==> config.mk <==
export PLATFORM = sky130hd
export DESIGN_NAME = vx_tex_csr_bank
export DESIGN_NICKNAME = d
export VERILOG_FILES = /design/src/rtl/vx_tex_csr_bank.sv
export SDC_FILE = /design/constraint.sdc
export NUM_CORES = 1
export LEC_CHECK = 0
export ABC_AREA = 0
export ABC_CLOCK_PERIOD_IN_PS = 5500
export BUFFER_PORTS_ARGS = -buffer_cell sky130_fd_sc_hd__buf_2
export CAP_MARGIN = 20
export CORE_MARGIN = 4
export CORE_UTILIZATION = 33
export DETAILED_ROUTE_END_ITERATION = 12
export PLACE_DENSITY = 0.63
export SLEW_MARGIN = 20
export SYNTH_ARGS = -nofsm -noshare
export SYNTH_HDL_FRONTEND = slang
export SYNTH_SLANG_ARGS = --single-unit
==> constraint.sdc <==
create_clock -name clk -period 5.5 [get_ports clk]
set_clock_uncertainty 0.1 [all_clocks]
set_input_delay 0.275 -clock clk [delete_from_list [all_inputs] [get_ports clk]]
set_output_delay 0.275 -clock clk [all_outputs]
set_load 0.05 [all_outputs]
==> src/rtl/vx_tex_csr_bank.sv <==
// vx_tex_csr_bank: texture CSR write decoder with per-stage state and registered lookup port
module vx_tex_csr_bank #(
  parameter int CSR_ADDR_BITS = 12,
  parameter int UUID_BITS = 44,
  parameter logic [CSR_ADDR_BITS-1:0] CSR_BASE = 12'h7C0,
  parameter int NUM_STAGES = 2,
  parameter int NUM_LODS = 4,
  parameter int TAG_WIDTH = 8
) (
  input  logic                            clk,
  input  logic                            reset_n,
  input  logic                            write_enable,
  input  logic [CSR_ADDR_BITS-1:0]        write_addr,
  input  logic [31:0]                     write_data,
  input  logic [UUID_BITS-1:0]            write_uuid,
  input  logic                            req_valid,
  output logic                            req_ready,
  input  logic [$clog2(NUM_STAGES):0]     req_stage,
  input  logic [TAG_WIDTH-1:0]            req_tag,
  output logic                            rsp_valid,
  input  logic                            rsp_ready,
  output logic [TAG_WIDTH-1:0]            rsp_tag,
  output logic                            rsp_err,
  output logic [31:0]                     rsp_addr,
  output logic [7:0]                      rsp_logdim,
  output logic [2:0]                      rsp_format,
  output logic [3:0]                      rsp_wrap,
  output logic                            rsp_filter,
  output logic [NUM_LODS*32-1:0]          rsp_mipoff,
  output logic                            csr_err,
  output logic [UUID_BITS-1:0]            last_uuid
);
  localparam int SW = $clog2(NUM_STAGES) + 1;
  localparam int IW = NUM_STAGES > 1 ? $clog2(NUM_STAGES) : 1;
  logic [IW-1:0] stage_q;
  logic [31:0] addr_q [NUM_STAGES];
  logic [7:0] logdim_q [NUM_STAGES];
  logic [2:0] format_q [NUM_STAGES];
  logic [3:0] wrap_q [NUM_STAGES];
  logic filter_q [NUM_STAGES];
  logic [NUM_LODS*32-1:0] mip_q [NUM_STAGES];
  logic [CSR_ADDR_BITS-1:0] off;
  logic hit, acc, in_rng;
  logic [IW-1:0] ridx;
  always_comb begin
    off = write_addr - CSR_BASE;
    hit = write_enable && (off < CSR_ADDR_BITS'(6 + NUM_LODS));
    req_ready = !rsp_valid || rsp_ready;
    acc = req_valid && req_ready;
    in_rng = req_stage < SW'(NUM_STAGES);
    ridx = req_stage[IW-1:0];
  end
  always_ff @(posedge clk) begin
    if (!reset_n) begin
      stage_q <= '0;
      csr_err <= 1'b0;
      last_uuid <= '0;
      for (int i = 0; i < NUM_STAGES; i++) begin
        addr_q[i] <= '0;
        logdim_q[i] <= '0;
        format_q[i] <= '0;
        wrap_q[i] <= '0;
        filter_q[i] <= 1'b0;
        mip_q[i] <= '0;
      end
    end else if (hit) begin
      last_uuid <= write_uuid;
      if (off == '0) begin
        if (write_data < 32'(NUM_STAGES))
          stage_q <= write_data[IW-1:0];
        else
          csr_err <= 1'b1;
      end
      if (off == CSR_ADDR_BITS'(1)) addr_q[stage_q] <= write_data;
      if (off == CSR_ADDR_BITS'(2)) logdim_q[stage_q] <= write_data[7:0];
      if (off == CSR_ADDR_BITS'(3)) format_q[stage_q] <= write_data[2:0];
      if (off == CSR_ADDR_BITS'(4)) wrap_q[stage_q] <= write_data[3:0];
      if (off == CSR_ADDR_BITS'(5)) filter_q[stage_q] <= write_data[0];
      for (int k = 0; k < NUM_LODS; k++)
        if (off == CSR_ADDR_BITS'(6 + k)) mip_q[stage_q][k*32 +: 32] <= write_data;
    end
  end
  always_ff @(posedge clk) begin
    if (!reset_n) begin
      rsp_valid <= 1'b0;
      rsp_tag <= '0;
      rsp_err <= 1'b0;
      rsp_addr <= '0;
      rsp_logdim <= '0;
      rsp_format <= '0;
      rsp_wrap <= '0;
      rsp_filter <= 1'b0;
      rsp_mipoff <= '0;
    end else if (acc) begin
      rsp_valid <= 1'b1;
      rsp_tag <= req_tag;
      rsp_err <= !in_rng;
      rsp_addr <= in_rng ? addr_q[ridx] : '0;
      rsp_logdim <= in_rng ? logdim_q[ridx] : '0;
      rsp_format <= in_rng ? format_q[ridx] : '0;
      rsp_wrap <= in_rng ? wrap_q[ridx] : '0;
      rsp_filter <= in_rng ? filter_q[ridx] : 1'b0;
      rsp_mipoff <= in_rng ? mip_q[ridx] : '0;
    end else if (rsp_ready) begin
      rsp_valid <= 1'b0;
    end
  end
endmodule

==> metrics <==
DRC=0; CP Data Arrival Time=~3.5 ns; Worst-path clk slew=0.06 ns; post-route ant nets=0; post-cts repair resize count=0; Worst Setup Start Kind=input pin; CTS tree=built; initial antenna violation count=2; power density cells=between 300 and 400 nW/µm²; fraction of layout cells with a size suffix above 1=20.02%; synthesized instance count=2091; Synth cell types=36; Multi-input gate area=8561 µm²; clock latency on the worst-skew pair=0.60 ns; MaxCap Viol Count=0; GRT Util Overall=about 17%; first-pass iteration count of the detailed router=5; Mapped Area=approximately 25000 µm²; Port Buffer Count=334; Seq/Total Area, Yosys=61.79%; Area Overhead vs Synth=22.44%; syn nets=2194; Initial Utilization=33.48%; outcome=complete, no violations; worst hold margin=0.03911 ns; Die Y=~280 µm; fin. max-slew vios=0; RSZ-0062 raised after global routing=false; max_slew headroom=between 30% and 40%; Final Power=10.11 mW; CP Data Required Time=5.67 ns; Met1 Wirelength=about 28000 µm; hold crit path type=input pin to register; reg2reg setup slack=2.48 ns; largest net degree at the start of global routing=232; first-pass GRT wire length=104900 µm; Wirelength per Cell=20.09 µm; leading area contributor after synthesis=edfxtp_1; Rows=approximately 100; clock buffer depth=3; Final period util=about three fifths; H-tree depth=3; Synth warnings=0; Setup violations, final=0; Clock Sinks=584; final core utilization=40.99%; hpwl dp=45730 µm; Max Fclk=303.5 MHz; # hold bufs at CTS=79; io pins=about 340; initial drt markers=1189; P_leak=11.77 nW; CTS buffer count=66; top-area cell type share of the netlist area=42.74%; crit-path max FO=49; Tmin final=3.295 ns; Reg area=15190 µm²; vias in the first global route=17580; Clk Tree Root Cell=clkbuf_16; met3 WL=3988 µm; Vias=17080; actual slew at the worst max-slew pin=0.9764 ns; RePlAce Congestion=0.8485; core area=between 70000 and 80000 µm²; Mean Syn Cell Area=about 12 µm²; Setup CP Type=input pin to register; Max Used Layer=met5; top post-synthesis cells by area=edfxtp_1 43%, dfxtp_1 19%, and2_1 8.2%; total gr overflow=0; Sum Neg Setup Slack=0 ns; Hold Vio Cnt, Final=0; vias per inst=4.983; critical path capture point type=register; metal2 WL=34100 µm; full die area=78950 µm²; Peak VDD IR=a little under 0.0002 V; Post-CTS Setup Bufs=0; # nets final=approximately 2500; fill count=6852; Seq cells post-synth=584; Post-Route WL=68850 µm; Die Width=281.0 µm
cells in the final DEF (no fill, tap or decap), types with 2 or more instances in the layout:
| master | n |
|---|---|
| nor4_4 | 2 |
| and3_1 | 3 |
| and2_1 | 322 |
| clkinvlp_4 | 3 |
| clkbuf_1 | 10 |
| clkbuf_16 | 70 |
| buf_4 | 28 |
| dfxtp_1 | 234 |
| buf_16 | 2 |
| nor3_2 | 3 |
| nor3_1 | 252 |
| mux2i_1 | 177 |
| o31ai_4 | 4 |
| nand3_1 | 2 |
| clkinv_1 | 8 |
| clkbuf_8 | 9 |
| nor2_1 | 2 |
| a21boi_0 | 54 |
| dlygate4sd3_1 | 79 |
| nor4_1 | 136 |
| o41ai_1 | 3 |
| nand4_1 | 3 |
| o21a_1 | 176 |
| buf_12 | 2 |
| bufinv_16 | 4 |
| nor4_2 | 2 |
| o21ai_4 | 2 |
| clkinv_2 | 12 |
| edfxtp_1 | 350 |
| nand3_2 | 2 |
| buf_2 | 331 |
| clkinv_4 | 3 |
| o21ai_0 | 5 |
| inv_1 | 33 |
| nand2b_1 | 7 |
| nand3b_1 | 2 |
| inv_6 | 3 |
| nand2_1 | 112 |
cell usage after synthesis:
cell and count:
clkbuf_2 6, nor4b_4 1, nand4_4 1, o41ai_1 3
and2_1 322, buf_1 9, o31ai_1 4, and4_4 1
and2_0 1, edfxtp_1 350, inv_1 33, nand4_2 1
o311ai_1 1, nand4_1 3, clkbuf_1 138, nor4_1 136
nor2_1 2, o21ai_0 7, nand2_1 114, nand3_1 4
dfxtp_1 234, o21a_1 176, buf_6 5, buf_2 32
o311ai_0 1, and3_1 3, nand3b_1 2, nand2b_1 7
a21boi_0 54, nor3_1 252, o21ai_1 1, nor4_2 2
nor3_2 3, clkinv_1 3, mux2i_1 177, nor4_4 2
power breakdown:
group	total (mW)	switching [mW]	leakage, nW	internal [mW]
Combinational	0.832	0.592	5.23	0.240
Clock	4.46	1.81	1.10	2.65
Sequential	4.82	0.0505	5.44	4.77
area by class of cell:
cell class	count	area share [%]
antenna	1	0.008311
clock buffer	89	6.333
clock inverter	33	1.051
inverter	36	0.4488
multi-input combinational	1281	28.43
sequential	584	50.47
tap	959	3.985
timing repair buffer	445	9.275
flip-flops by register name (all words and copies together) (netlist names):
name / cells
rsp_valid: 1
wrap_q: 8
rsp_addr: 32
rsp_logdim: 8
mip_q: 256
filter_q: 2
addr_q: 64
stage_q: 1
rsp_mipoff: 128
rsp_wrap: 4
rsp_format: 3
csr_err: 1
last_uuid: 44
rsp_tag: 8
format_q: 6
rsp_filter: 1
logdim_q: 16
rsp_err: 1
critical path, cell delays in order:
cell and delay, ns:
dlygate4sd3_1 0.56, buf_2 0.19, o21ai_1 0.26, and4_4 0.66
and3_1 0.27, buf_4 0.28, nand2b_1 0.51, buf_4 0.41
worst paths after layout:
check,startpoint,to,cells past startpoint
setup / recovery,write_addr[1],mip_q[1][54]$_SDFFCE_PN0P_,8
hold / removal,write_data[19],mip_q[0][51]$_SDFFCE_PN0P_,2
setup reg to reg,stage_q$_SDFFE_PN0P_,mip_q[0][117]$_SDFFCE_PN0P_,4
hold reg to reg,last_uuid[17]$_SDFFE_PN0N_,last_uuid[17]$_SDFFE_PN0N_,2
kinds of logic after synthesis:
kind of cell	count (synthesis)	share of synthesized area (%)
muxes	177	7.205
DFF	584	61.79
AOI/OAI and AO/OA	247	7.485
and+or+nand+nor	857	19.73
buffers and inverters	226	3.796
stage by stage:
stage | cells | area, µm² | setup slack, ns
after floorplan | 2091 | 24590 | 1.262
after global placement | 3224 | 27040 | 2.110
after detailed placement | 3224 | 27040 | 1.935
after CTS | 3425 | 30050 | 2.241
after global routing | 3427 | 30110 | 2.045
final | 3428 | 30110 | 2.205
routing by layer:
layer | vias up | global-route usage (%)
li1 | 8207 | -
met4 | 2 | 6.783
met5 | - | 0
met2 | 513 | 29.28
met3 | 130 | 3.896
met1 | 8231 | 20.80
Note: power is estimated with default switching activity, not from simulation.
